[src/rtl/gf_pkg.sv]
// Shared definitions for the fetch PC sequencer: FSM state encoding,
// redirect-source encoding and default parameter constants.
package gf_pkg;

  typedef enum logic [1:0] {
    BOOT = 2'd0,
    RUN  = 2'd1,
    HALT = 2'd2
  } gf_state_e;

  typedef enum logic [1:0] {
    REDIR_NONE = 2'd0,
    REDIR_EXC  = 2'd1,
    REDIR_JMP  = 2'd2
  } gf_redir_e;

  localparam int unsigned GF_ADDR_LEN  = 64;
  localparam int unsigned GF_INST_BLEN = 4;
  localparam int unsigned GF_FETCH_W   = 2;
  localparam int unsigned GF_VEC_SHIFT = 3;
  localparam logic [63:0] GF_RST_ADDR  = '0;

endpackage

[src/rtl/gf_pc_seq_if.sv]
// Fetch handshake bundle between the PC sequencer and the fetch stage.
//   i_sig_ready  : fetch stage accepts the current PC
//   o_sig_valid  : o_pc is a valid request
//   o_pc         : fetch PC
//   o_fetch_mask : live instruction slots in the group addressed by o_pc
interface gf_pc_seq_if
  import gf_pkg::*;
#(
  parameter int unsigned ADDR_LEN = GF_ADDR_LEN,
  parameter int unsigned FETCH_W  = GF_FETCH_W
);

  logic                i_sig_ready;
  logic                o_sig_valid;
  logic [ADDR_LEN-1:0] o_pc;
  logic [FETCH_W-1:0]  o_fetch_mask;

  modport master (
    input  i_sig_ready,
    output o_sig_valid,
    output o_pc,
    output o_fetch_mask
  );

  modport slave (
    output i_sig_ready,
    input  o_sig_valid,
    input  o_pc,
    input  o_fetch_mask
  );

endinterface

[src/rtl/gf_pc_redirect_arb.sv]
// Combinational redirect arbiter for the fetch PC sequencer.
// Picks exception over jump, forms the winning target, flags a
// simultaneous exception/jump and checks target alignment.
//   i_sig_e        : exception redirect request
//   i_sig_recv_jmp : jump redirect request (raw)
//   i_jmp_en       : jumps may win this cycle
//   i_vec_tbl      : vector table base
//   i_e_id         : exception id
//   i_jmp_target   : jump target
//   o_sel          : winning redirect source
//   o_target       : winning target address
//   o_conflict     : exception and jump requested together
//   o_misalign     : winning target is not instruction aligned
module gf_pc_redirect_arb
  import gf_pkg::*;
#(
  parameter int unsigned ADDR_LEN  = GF_ADDR_LEN,
  parameter int unsigned INST_BLEN = GF_INST_BLEN,
  parameter int unsigned VEC_SHIFT = GF_VEC_SHIFT
) (
  input  logic                i_sig_e,
  input  logic                i_sig_recv_jmp,
  input  logic                i_jmp_en,
  input  logic [ADDR_LEN-1:0] i_vec_tbl,
  input  logic [ADDR_LEN-1:0] i_e_id,
  input  logic [ADDR_LEN-1:0] i_jmp_target,
  output gf_redir_e           o_sel,
  output logic [ADDR_LEN-1:0] o_target,
  output logic                o_conflict,
  output logic                o_misalign
);

  localparam logic [ADDR_LEN-1:0] ALIGN_MASK = ADDR_LEN'(INST_BLEN - 1);

  logic [ADDR_LEN-1:0] exc_target;

  assign exc_target = i_vec_tbl + (i_e_id << VEC_SHIFT);
  assign o_conflict = i_sig_e & i_sig_recv_jmp;

  always_comb begin
    o_sel    = REDIR_NONE;
    o_target = i_jmp_target;
    if (i_sig_e) begin
      o_sel    = REDIR_EXC;
      o_target = exc_target;
    end else if (i_sig_recv_jmp && i_jmp_en) begin
      o_sel    = REDIR_JMP;
      o_target = i_jmp_target;
    end
  end

  assign o_misalign = |(o_target & ALIGN_MASK);

endmodule

[src/rtl/gf_pc_seq.sv]
// Fetch PC sequencer: BOOT/RUN/HALT FSM producing the fetch PC, with
// exception/jump redirects, halt/resume and a sticky misalign flag.
//   clk, i_sig_rst   : clock, synchronous active-high reset
//   i_vec_tbl/i_e_id : exception vector base and id; i_sig_e requests
//   i_jmp_target     : jump target; i_sig_recv_jmp requests
//   i_sig_halt       : halt request; i_sig_resume : resume request
//   fetch            : fetch handshake (ready in; valid, pc, mask out)
//   o_sig_misalign   : sticky misaligned-redirect flag
//   o_sig_conflict   : one-cycle pulse after exception+jump collision
//   o_state          : FSM state
module gf_pc_seq
  import gf_pkg::*;
#(
  parameter int unsigned         ADDR_LEN  = GF_ADDR_LEN,
  parameter int unsigned         INST_BLEN = GF_INST_BLEN,
  parameter int unsigned         FETCH_W   = GF_FETCH_W,
  parameter int unsigned         VEC_SHIFT = GF_VEC_SHIFT,
  parameter logic [ADDR_LEN-1:0] RST_ADDR  = ADDR_LEN'(GF_RST_ADDR)
) (
  input  logic                clk,
  input  logic                i_sig_rst,
  input  logic [ADDR_LEN-1:0] i_vec_tbl,
  input  logic [ADDR_LEN-1:0] i_e_id,
  input  logic                i_sig_e,
  input  logic [ADDR_LEN-1:0] i_jmp_target,
  input  logic                i_sig_recv_jmp,
  input  logic                i_sig_halt,
  input  logic                i_sig_resume,
  gf_pc_seq_if.master         fetch,
  output logic                o_sig_misalign,
  output logic                o_sig_conflict,
  output logic [1:0]          o_state
);

  localparam int unsigned         GB       = FETCH_W * INST_BLEN;
  localparam int unsigned         IB_SH    = $clog2(INST_BLEN);
  localparam logic [ADDR_LEN-1:0] GB_MASK  = ADDR_LEN'(GB - 1);
  localparam logic [ADDR_LEN-1:0] GB_BYTES = ADDR_LEN'(GB);

  gf_state_e           state_q, state_d;
  logic [ADDR_LEN-1:0] pc_q, pc_d;
  logic                mis_q, mis_d;
  logic                conf_q, conf_d;

  gf_redir_e           arb_sel;
  logic [ADDR_LEN-1:0] arb_target;
  logic                arb_conflict;
  logic                arb_misalign;

  logic                fire;
  logic [ADDR_LEN-1:0] seq_pc;
  logic [ADDR_LEN-1:0] slot;

  gf_pc_redirect_arb #(
    .ADDR_LEN  (ADDR_LEN),
    .INST_BLEN (INST_BLEN),
    .VEC_SHIFT (VEC_SHIFT)
  ) u_arb (
    .i_sig_e        (i_sig_e),
    .i_sig_recv_jmp (i_sig_recv_jmp),
    .i_jmp_en       (state_q == RUN),
    .i_vec_tbl      (i_vec_tbl),
    .i_e_id         (i_e_id),
    .i_jmp_target   (i_jmp_target),
    .o_sel          (arb_sel),
    .o_target       (arb_target),
    .o_conflict     (arb_conflict),
    .o_misalign     (arb_misalign)
  );

  assign fire   = (state_q == RUN) && fetch.i_sig_ready;
  assign seq_pc = (pc_q & ~GB_MASK) + GB_BYTES;

  always_comb begin
    state_d = state_q;
    pc_d    = pc_q;
    mis_d   = mis_q;
    conf_d  = 1'b0;
    unique case (state_q)
      BOOT: state_d = RUN;
      RUN: begin
        conf_d = arb_conflict;
        unique case (arb_sel)
          REDIR_EXC: begin
            pc_d = arb_target;
            if (arb_misalign) begin
              state_d = HALT;
              mis_d   = 1'b1;
            end else begin
              mis_d   = 1'b0;
            end
          end
          REDIR_JMP: begin
            pc_d = arb_target;
            if (arb_misalign) begin
              state_d = HALT;
              mis_d   = 1'b1;
            end else if (i_sig_halt) begin
              state_d = HALT;
            end
          end
          default: begin
            if (i_sig_halt)  state_d = HALT;
            else if (fire)   pc_d    = seq_pc;
          end
        endcase
      end
      HALT: begin
        conf_d = arb_conflict;
        // Only exceptions can redirect from HALT (arb has jumps disabled).
        if (arb_sel == REDIR_EXC) begin
          pc_d = arb_target;
          if (arb_misalign) begin
            mis_d   = 1'b1;
          end else begin
            mis_d   = 1'b0;
            state_d = RUN;
          end
        end else if (i_sig_resume && !mis_q) begin
          state_d = RUN;
        end
      end
      default: state_d = BOOT;
    endcase
  end

  always_ff @(posedge clk) begin
    if (i_sig_rst) begin
      state_q <= BOOT;
      pc_q    <= RST_ADDR;
      mis_q   <= 1'b0;
      conf_q  <= 1'b0;
    end else begin
      state_q <= state_d;
      pc_q    <= pc_d;
      mis_q   <= mis_d;
      conf_q  <= conf_d;
    end
  end

  // Slots before the entry offset inside the fetch group are dead.
  assign slot = (pc_q & GB_MASK) >> IB_SH;

  always_comb begin
    fetch.o_fetch_mask = '0;
    for (int unsigned k = 0; k < FETCH_W; k++) begin
      fetch.o_fetch_mask[k] = (ADDR_LEN'(k) >= slot);
    end
  end

  assign fetch.o_sig_valid = (state_q == RUN);
  assign fetch.o_pc        = pc_q;
  assign o_sig_misalign    = mis_q;
  assign o_sig_conflict    = conf_q;
  assign o_state           = state_q;

endmodule

[src/flat_wrapper.sv]
// flat-port wrapper written by rule: the top's interface ports become plain ports
module gf_pc_seq_flat import gf_pkg::*;
#(
  parameter int unsigned         ADDR_LEN  = GF_ADDR_LEN,
  parameter int unsigned         INST_BLEN = GF_INST_BLEN,
  parameter int unsigned         FETCH_W   = GF_FETCH_W,
  parameter int unsigned         VEC_SHIFT = GF_VEC_SHIFT,
  parameter logic [ADDR_LEN-1:0] RST_ADDR  = ADDR_LEN'(GF_RST_ADDR)
)
  (clk, i_sig_rst, i_vec_tbl, i_e_id, i_sig_e, i_jmp_target, i_sig_recv_jmp, i_sig_halt, i_sig_resume, o_sig_misalign, o_sig_conflict, o_state, fetch_i_sig_ready, fetch_o_sig_valid, fetch_o_pc, fetch_o_fetch_mask);
  gf_pc_seq_if #(.ADDR_LEN(ADDR_LEN), .FETCH_W(FETCH_W)) fetch_i ();
  input  logic clk;
  input  logic i_sig_rst;
  input  logic [ADDR_LEN-1:0] i_vec_tbl;
  input  logic [ADDR_LEN-1:0] i_e_id;
  input  logic i_sig_e;
  input  logic [ADDR_LEN-1:0] i_jmp_target;
  input  logic i_sig_recv_jmp;
  input  logic i_sig_halt;
  input  logic i_sig_resume;
  output logic o_sig_misalign;
  output logic o_sig_conflict;
  output logic [1:0] o_state;
  input wire logic [$bits(fetch_i.i_sig_ready)-1:0] fetch_i_sig_ready;
  output wire logic [$bits(fetch_i.o_sig_valid)-1:0] fetch_o_sig_valid;
  output wire logic [$bits(fetch_i.o_pc)-1:0] fetch_o_pc;
  output wire logic [$bits(fetch_i.o_fetch_mask)-1:0] fetch_o_fetch_mask;
  assign fetch_i.i_sig_ready = fetch_i_sig_ready;
  assign fetch_o_sig_valid = fetch_i.o_sig_valid;
  assign fetch_o_pc = fetch_i.o_pc;
  assign fetch_o_fetch_mask = fetch_i.o_fetch_mask;
  gf_pc_seq #(.ADDR_LEN(ADDR_LEN), .INST_BLEN(INST_BLEN), .FETCH_W(FETCH_W), .VEC_SHIFT(VEC_SHIFT), .RST_ADDR(RST_ADDR)) u_core (.clk(clk), .i_sig_rst(i_sig_rst), .i_vec_tbl(i_vec_tbl), .i_e_id(i_e_id), .i_sig_e(i_sig_e), .i_jmp_target(i_jmp_target), .i_sig_recv_jmp(i_sig_recv_jmp), .i_sig_halt(i_sig_halt), .i_sig_resume(i_sig_resume), .fetch(fetch_i), .o_sig_misalign(o_sig_misalign), .o_sig_conflict(o_sig_conflict), .o_state(o_state));
endmodule
[config.mk]
export PLATFORM = sky130hd
export DESIGN_NAME = gf_pc_seq_flat
export DESIGN_NICKNAME = d
export VERILOG_FILES = /design/src/rtl/gf_pkg.sv /design/src/rtl/gf_pc_seq_if.sv /design/src/rtl/gf_pc_redirect_arb.sv /design/src/rtl/gf_pc_seq.sv /design/src/flat_wrapper.sv
export SDC_FILE = /design/constraint.sdc
export NUM_CORES = 1
export LEC_CHECK = 0
export BUFFER_PORTS_ARGS = -buffer_cell sky130_fd_sc_hd__buf_2
export CAP_MARGIN = 5
export CORE_MARGIN = 8
export CORE_UTILIZATION = 54
export CTS_BUF_LIST = sky130_fd_sc_hd__clkbuf_8
export DETAILED_ROUTE_END_ITERATION = 8
export PLACE_DENSITY = 0.84
export SLEW_MARGIN = 20
export SYNTH_ARGS = -nofsm -noshare
export SYNTH_HDL_FRONTEND = slang
export SYNTH_SLANG_ARGS = --single-unit
export TNS_END_PERCENT = 10
[constraint.sdc]
create_clock -name clk -period 4.2 [get_ports clk]
set_input_delay 1.05 -clock clk [delete_from_list [all_inputs] [get_ports clk]]
set_output_delay 1.05 -clock clk [all_outputs]
set_load 0.03 [all_outputs]
Yosys cells after proc, flatten, opt, wreduce, memory -nomap -nowiden --
Cells that the tools add are included.
Word-level totals: bits in registers 68, input bits 199, output and inout bits 71, logic and storage cells 56
Operators by class: add/sub/neg operators 2, $lt $le $gt $ge 2, equal/unequal tests 12, multiplexer cells 21, bitwise operators 2, reductions and logical operators 13
Operators with widths (number):
- $mux W64 | 5
- $pmux W64 S2 | 1
- $add A64 B4 Y64 const B | 1
- $add A64 B64 Y64 | 1
- $mux W2 | 8
- $ne A3 B2 Y1 const B | 3
- $reduce_and A4 Y1 | 2
- $reduce_or A2 Y1 | 4
- $ne A3 B1 Y1 const B | 2
- $ne A3 B3 Y1 const B | 2
- $pmux W2 S3 | 1
- $eq A2 B1 Y1 const B | 2
- $eq A2 B2 Y1 const B | 2
- $pmux W1 S2 | 2
- $pmux W2 S2 | 1
- $logic_and A1 B1 Y1 | 3
- $mux W1 | 3
- $reduce_and A3 Y1 | 1
- $ge A1 B1 Y1 const A | 2
- $logic_not A2 Y1 | 1
- $ne A2 B1 Y1 const B | 1
- $reduce_bool A2 Y1 | 1
- $and A1 B1 Y1 | 1
- $logic_not A1 Y1 | 1
- $not A1 Y1 | 1

Depth between registers and ports, before layout --
depth after elaboration 8, depth in mapped cells 12, depth with buffers taken out 11

Hierarchy --
From an unflattened synthesis, not the netlist that was laid out.
Unflattened totals: cells, all modules 1309, area, all modules 9572.9 um2
By module, submodules not included:
- gf_pc_seq | instances 1, cells an instance 671, area each 4987.3 um2, seq. area each 1361.3 um2
- gf_pc_redirect_arb | instances 1, cells an instance 638, area each 4585.6 um2, seq. area each 0.0 um2

Worst setup path after synthesis --
Ideal clock, no wire load.
path type input port to flip-flop, from input i_vec_tbl[3], to register u_core.pc_q[63], in the netlist u_core.fetch.o_pc[63], setup time 0.136 ns, arrival 3.559 ns, required time 4.064 ns, setup slack 0.506 ns, cell stages on the path 11, path buffers 0, cells stage by stage ha_1 fa_1 a21o_1 a221oi_1 o31a_2 o211ai_1 a211oi_1 o31ai_1 a21oi_1 mux2i_1 a211oi_2
On the way: longest elaborated chain between the ends 4, elaborated cells on any way between the ends 5, classes of those cells 1 x add/sub; 4 x mux
Ends and longest elaborated chain:
- from (decl) | RTL line flat_wrapper.sv:14 | input logic [ADDR_LEN-1:0] i_vec_tbl;
- $add A64 B64 Y64 (*) | RTL line gf_pc_redirect_arb.sv:37 | assign exc_target = i_vec_tbl + (i_e_id << VEC_SHIFT);
- $mux W64 (*) | RTL line gf_pc_redirect_arb.sv:43 | if (i_sig_e) begin
- $mux W64, on equally long branches | RTL line gf_pc_seq.sv:111, gf_pc_seq.sv:83
- $pmux W64 S2 (*) | RTL line gf_pc_seq.sv:79 | unique case (state_q)
- to (signal assigned) | RTL line gf_pc_seq.sv:135 | pc_q <= pc_d;
- to (decl) | RTL line gf_pc_seq.sv:41 | logic [ADDR_LEN-1:0] pc_q, pc_d;
Mark *: on every way between the ends. The rest lies on a longest branch, timed or not. The select of a mux whose other input is x is not followed. A chain may end at the register's enable or synchronous reset.

Worst setup path in the final report --
Ends and elaborated chain as after synthesis.

==> flow_summary.yaml <==
run_status:
  status: "finished, final reports clean"
yosys:
  synthXorXnorAreaFrac: 0.0548
  ys.flop_type: "dfxtp_1"
  synth_warnings: 0
  synth_fa_ha_area_frac: 0.0983
  synthesis.nets: 1470
  yosys.area_share.simple: 0.260
  syn_area_sq_um: 8470
  synth_compound_area_frac: 0.344
  synthMuxAreaShare: 0.0303
  synth_area_per_cell_sq_um: 7.03
  synth_edf_count: 0
  ys_ff_latch: 68
  synth_top_family_by_area: "compound AO/OA/AOI/OAI gates"
  synth_cell_types: 84
  synthCells: 1205
  synth-seq-area-share: 0.161
  ys_async_sr_fraction: 0
drt:
  first_pass_iters: 6
  drt-wirelength-per-cell_microns: 18.4
  drc: 0
  vias_per_cell: 6.31
  drtIter0Drc: 945
  dr_total_vias: 10400
  routed_wirelength_microns: 30200
  ant_nets: 0
sta:
  rsz0062_at_grt: "no"
  hold_violations: 0
  relSlewSlack: 0.468
  finalSetupTns_ns: 0
  finClkSkew_ns: 0.0122
  drv_slew: 0
  fin_hold_ws_ns: 0.489
  period_minus_slack_ns: 3.87
  max_freq_mhz: 258
  worst_pin_slew_ns: 0.796
  fin_crit_sh: 0.921
  setup_viol: 0
final_layout:
  final_cell_mix: "buf_2 (265), a21oi_1 (147), nor2_1 (118)"
  final_common_cell: "buf_2"
  nets: 1691
  drive_gt1_frac: 0.240
  diodes: 0
  area_delta_synth_final_pct: 19.5
  multiInputGateArea_sq_um: 6700
  n_fill_cell: 1400
  regArea_sq_um: 1360
worst_setup_path:
  r2r_cells: 9
  path_class: "in -> reg"
  timing.rr.start: "u_core.fetch.o_pc[13]"
  cp-startpoint: "i_vec_tbl[3]"
  crit_path_start_kind: "primary input"
  r2r-end: "u_core.fetch.o_pc[61]"
  ff2ff_setup_slack_ns: 1.08
  path_max_fanout: 5
  endpoint_kind: "flip-flop"
  critical_path_arrival_ns: 4.10
  cp_data_required_time_ns: 4.43
pwr:
  p_per_area_nw_per_um2: 490
  seqPwrFrac: 0.247
  peakVddDrop_mv: 0.441
  clockPowerShare: 0.125
  combinationalPowerShare: 0.628
  switching_power_mw: 2.67
  p_leak_nw: 4.47
  switching_share: 0.538
  internal-power_mw: 2.29
floorplan:
  rows: 45
  fp.dieW_microns: 141
  core_sq_um: 15300
  pin_count: 270
  fp.dieH_microns: 141
  dieArea_sq_um: 20000
  start_util: 0.555
cts:
  cts_tree: "done"
  cts-buffers-inserted: 9
  htree_levels: 3
  cts_buffer_depth: 2
  cts-root-buf: "clkbuf_8"
  cts-resized-gates: 0
  cts_hold_buf: 0
  cts_setup_buffers: 0
  clock-sinks: 68
  clk_latency_ns: 0.36
  clk_pin_slew_worst_paths_ns: 0.08
place:
  dp_hpwl_microns: 24100
  place_congestion: 0.971
  numPortBuffers: 265
flow_run:
  drv_cap: 0
worst_hold_path:
  hold_class: "reg -> reg"
  hold_end: "u_core.fetch.o_pc[0]"
  holdCritStartpoint: "u_core.fetch.o_pc[0]"
  hold_depth: 2
grt:
  antenna_found_initial: 0
  first_global_vias: 9409
  grt_max_degree: 45
  track_usage: 0.288
  grt_pass1_wl_microns: 47700
  gr-total-overflow: 0
worst max-delay path by stage:
stage                            endpoint  slack (ns)  depth (start not counted)
finish              u_core.fetch.o_pc[63]        0.33                         13
global route        u_core.fetch.o_pc[63]        0.16                         12
CTS                 u_core.fetch.o_pc[63]        0.42                         13
detailed placement  u_core.fetch.o_pc[63]        0.07                         13
global placement    u_core.fetch.o_pc[63]        0.09                         13
floorplan           u_core.fetch.o_pc[63]        0.51                         11
synth_stat cells (all sizes together), types with 5 or more instances:
master  count  area, sq um
inv        20         75.1
nand3b      7         52.6
o22ai      10         62.6
nor3       41          226
nor4       12          109
dfxtp      68         1360
mux2i      20          200
o31ai       9         72.6
or3         8         52.6
clkbuf     57          221
and2        5         31.3
a31oi      16          100
xnor2      30          263
buf        22          144
nand4      29          194
a22oi      12         90.1
a211o       7         61.3
a311oi     10         93.8
o21ai      98          494
nor2b       6         37.5
o221ai      5         43.8
nand2b     13         81.3
a21oi     148          741
nand3      36          193
a221oi     11          109
o21a        9         67.6
xor2       23          201
nor2      120          455
nand2     116          435
ha         65          813
a21o       33          248
o211ai     14          105
a21boi      9         67.6
or4         8         67.6
o21bai     14          105
mux2        5         56.3
a211oi     23          178
and4        5         43.8
and3       20          125
routing by layer:
metal | wire [microns] | global-route usage | share of wire
met1 | 12600 | 0.385 | 0.42
met4 | 1190 | 0.122 | 0.039
met3 | 2970 | 0.0517 | 0.098
met5 | 0 | 0 | 0
met2 | 13400 | 0.448 | 0.45
metrics by stage:
step / cell area, sq um / instances / utilization / worst slack, ns / power (mW)
floorplan: 8470 / 1205 / - / 0.506 / 3.34
global placement: 9910 / 1626 / 0.649 / 0.0906 / 4.22
detailed placement: 9910 / 1626 / 0.649 / 0.0654 / 4.27
CTS: 10100 / 1642 / 0.664 / 0.420 / 4.90
global route: 10100 / 1642 / 0.664 / 0.159 / 5.27
finish: 10100 / 1642 / 0.664 / 0.331 / 4.96
power groups by stage:
stage | combinational [mW] | sequential, mW | clock, mW
6_report | 3.11 | 1.22 | 0.622
5_1_grt | 3.36 | 1.26 | 0.650
4_1_cts | 3.07 | 1.21 | 0.625
3_5_place_dp | 3.05 | 1.22 | 0
3_3_place_gp | 3.00 | 1.21 | 0
2_1_floorplan | 1.69 | 1.65 | 0
logic make-up (layout without fill, tap and decap cells):
group,count (synthesis),in the layout
simple gates,438,438
xor+xnor,53,53
other cells,1,1
fa+ha+maj,66,66
mux,25,25
compound gates,455,455
buf+inv,99,325
flops,68,68
area by class of cell:
type / instances / share of cell area
clock buffers: 10 / 0.0136
well taps: 211 / 0.0261
multi-input cells: 1038 / 0.661
clock inverters: 6 / 0.00852
repair buffers: 289 / 0.149
flip-flops and latches: 68 / 0.134
inverters: 20 / 0.00741
flip-flops by register name, summed over array words and instances, names as in the netlist:
register               count
u_core.fetch.o_pc         64
u_core.o_sig_misalign      1
u_core.o_sig_conflict      1
u_core.o_state             2
worst max-delay path, cell delays in order:
cell and delay [ns]:
buf_2 0.10, ha_1 0.23, fa_1 0.41, a21o_1 0.19, a221oi_1 0.39, o31a_2 0.31, o211ai_1 0.17, a211oi_1 0.24
buf_4 0.17, o31ai_1 0.15, a21oi_1 0.35, mux2i_1 0.26, a211oi_2 0.09
(Power assumes the default switching activity.)
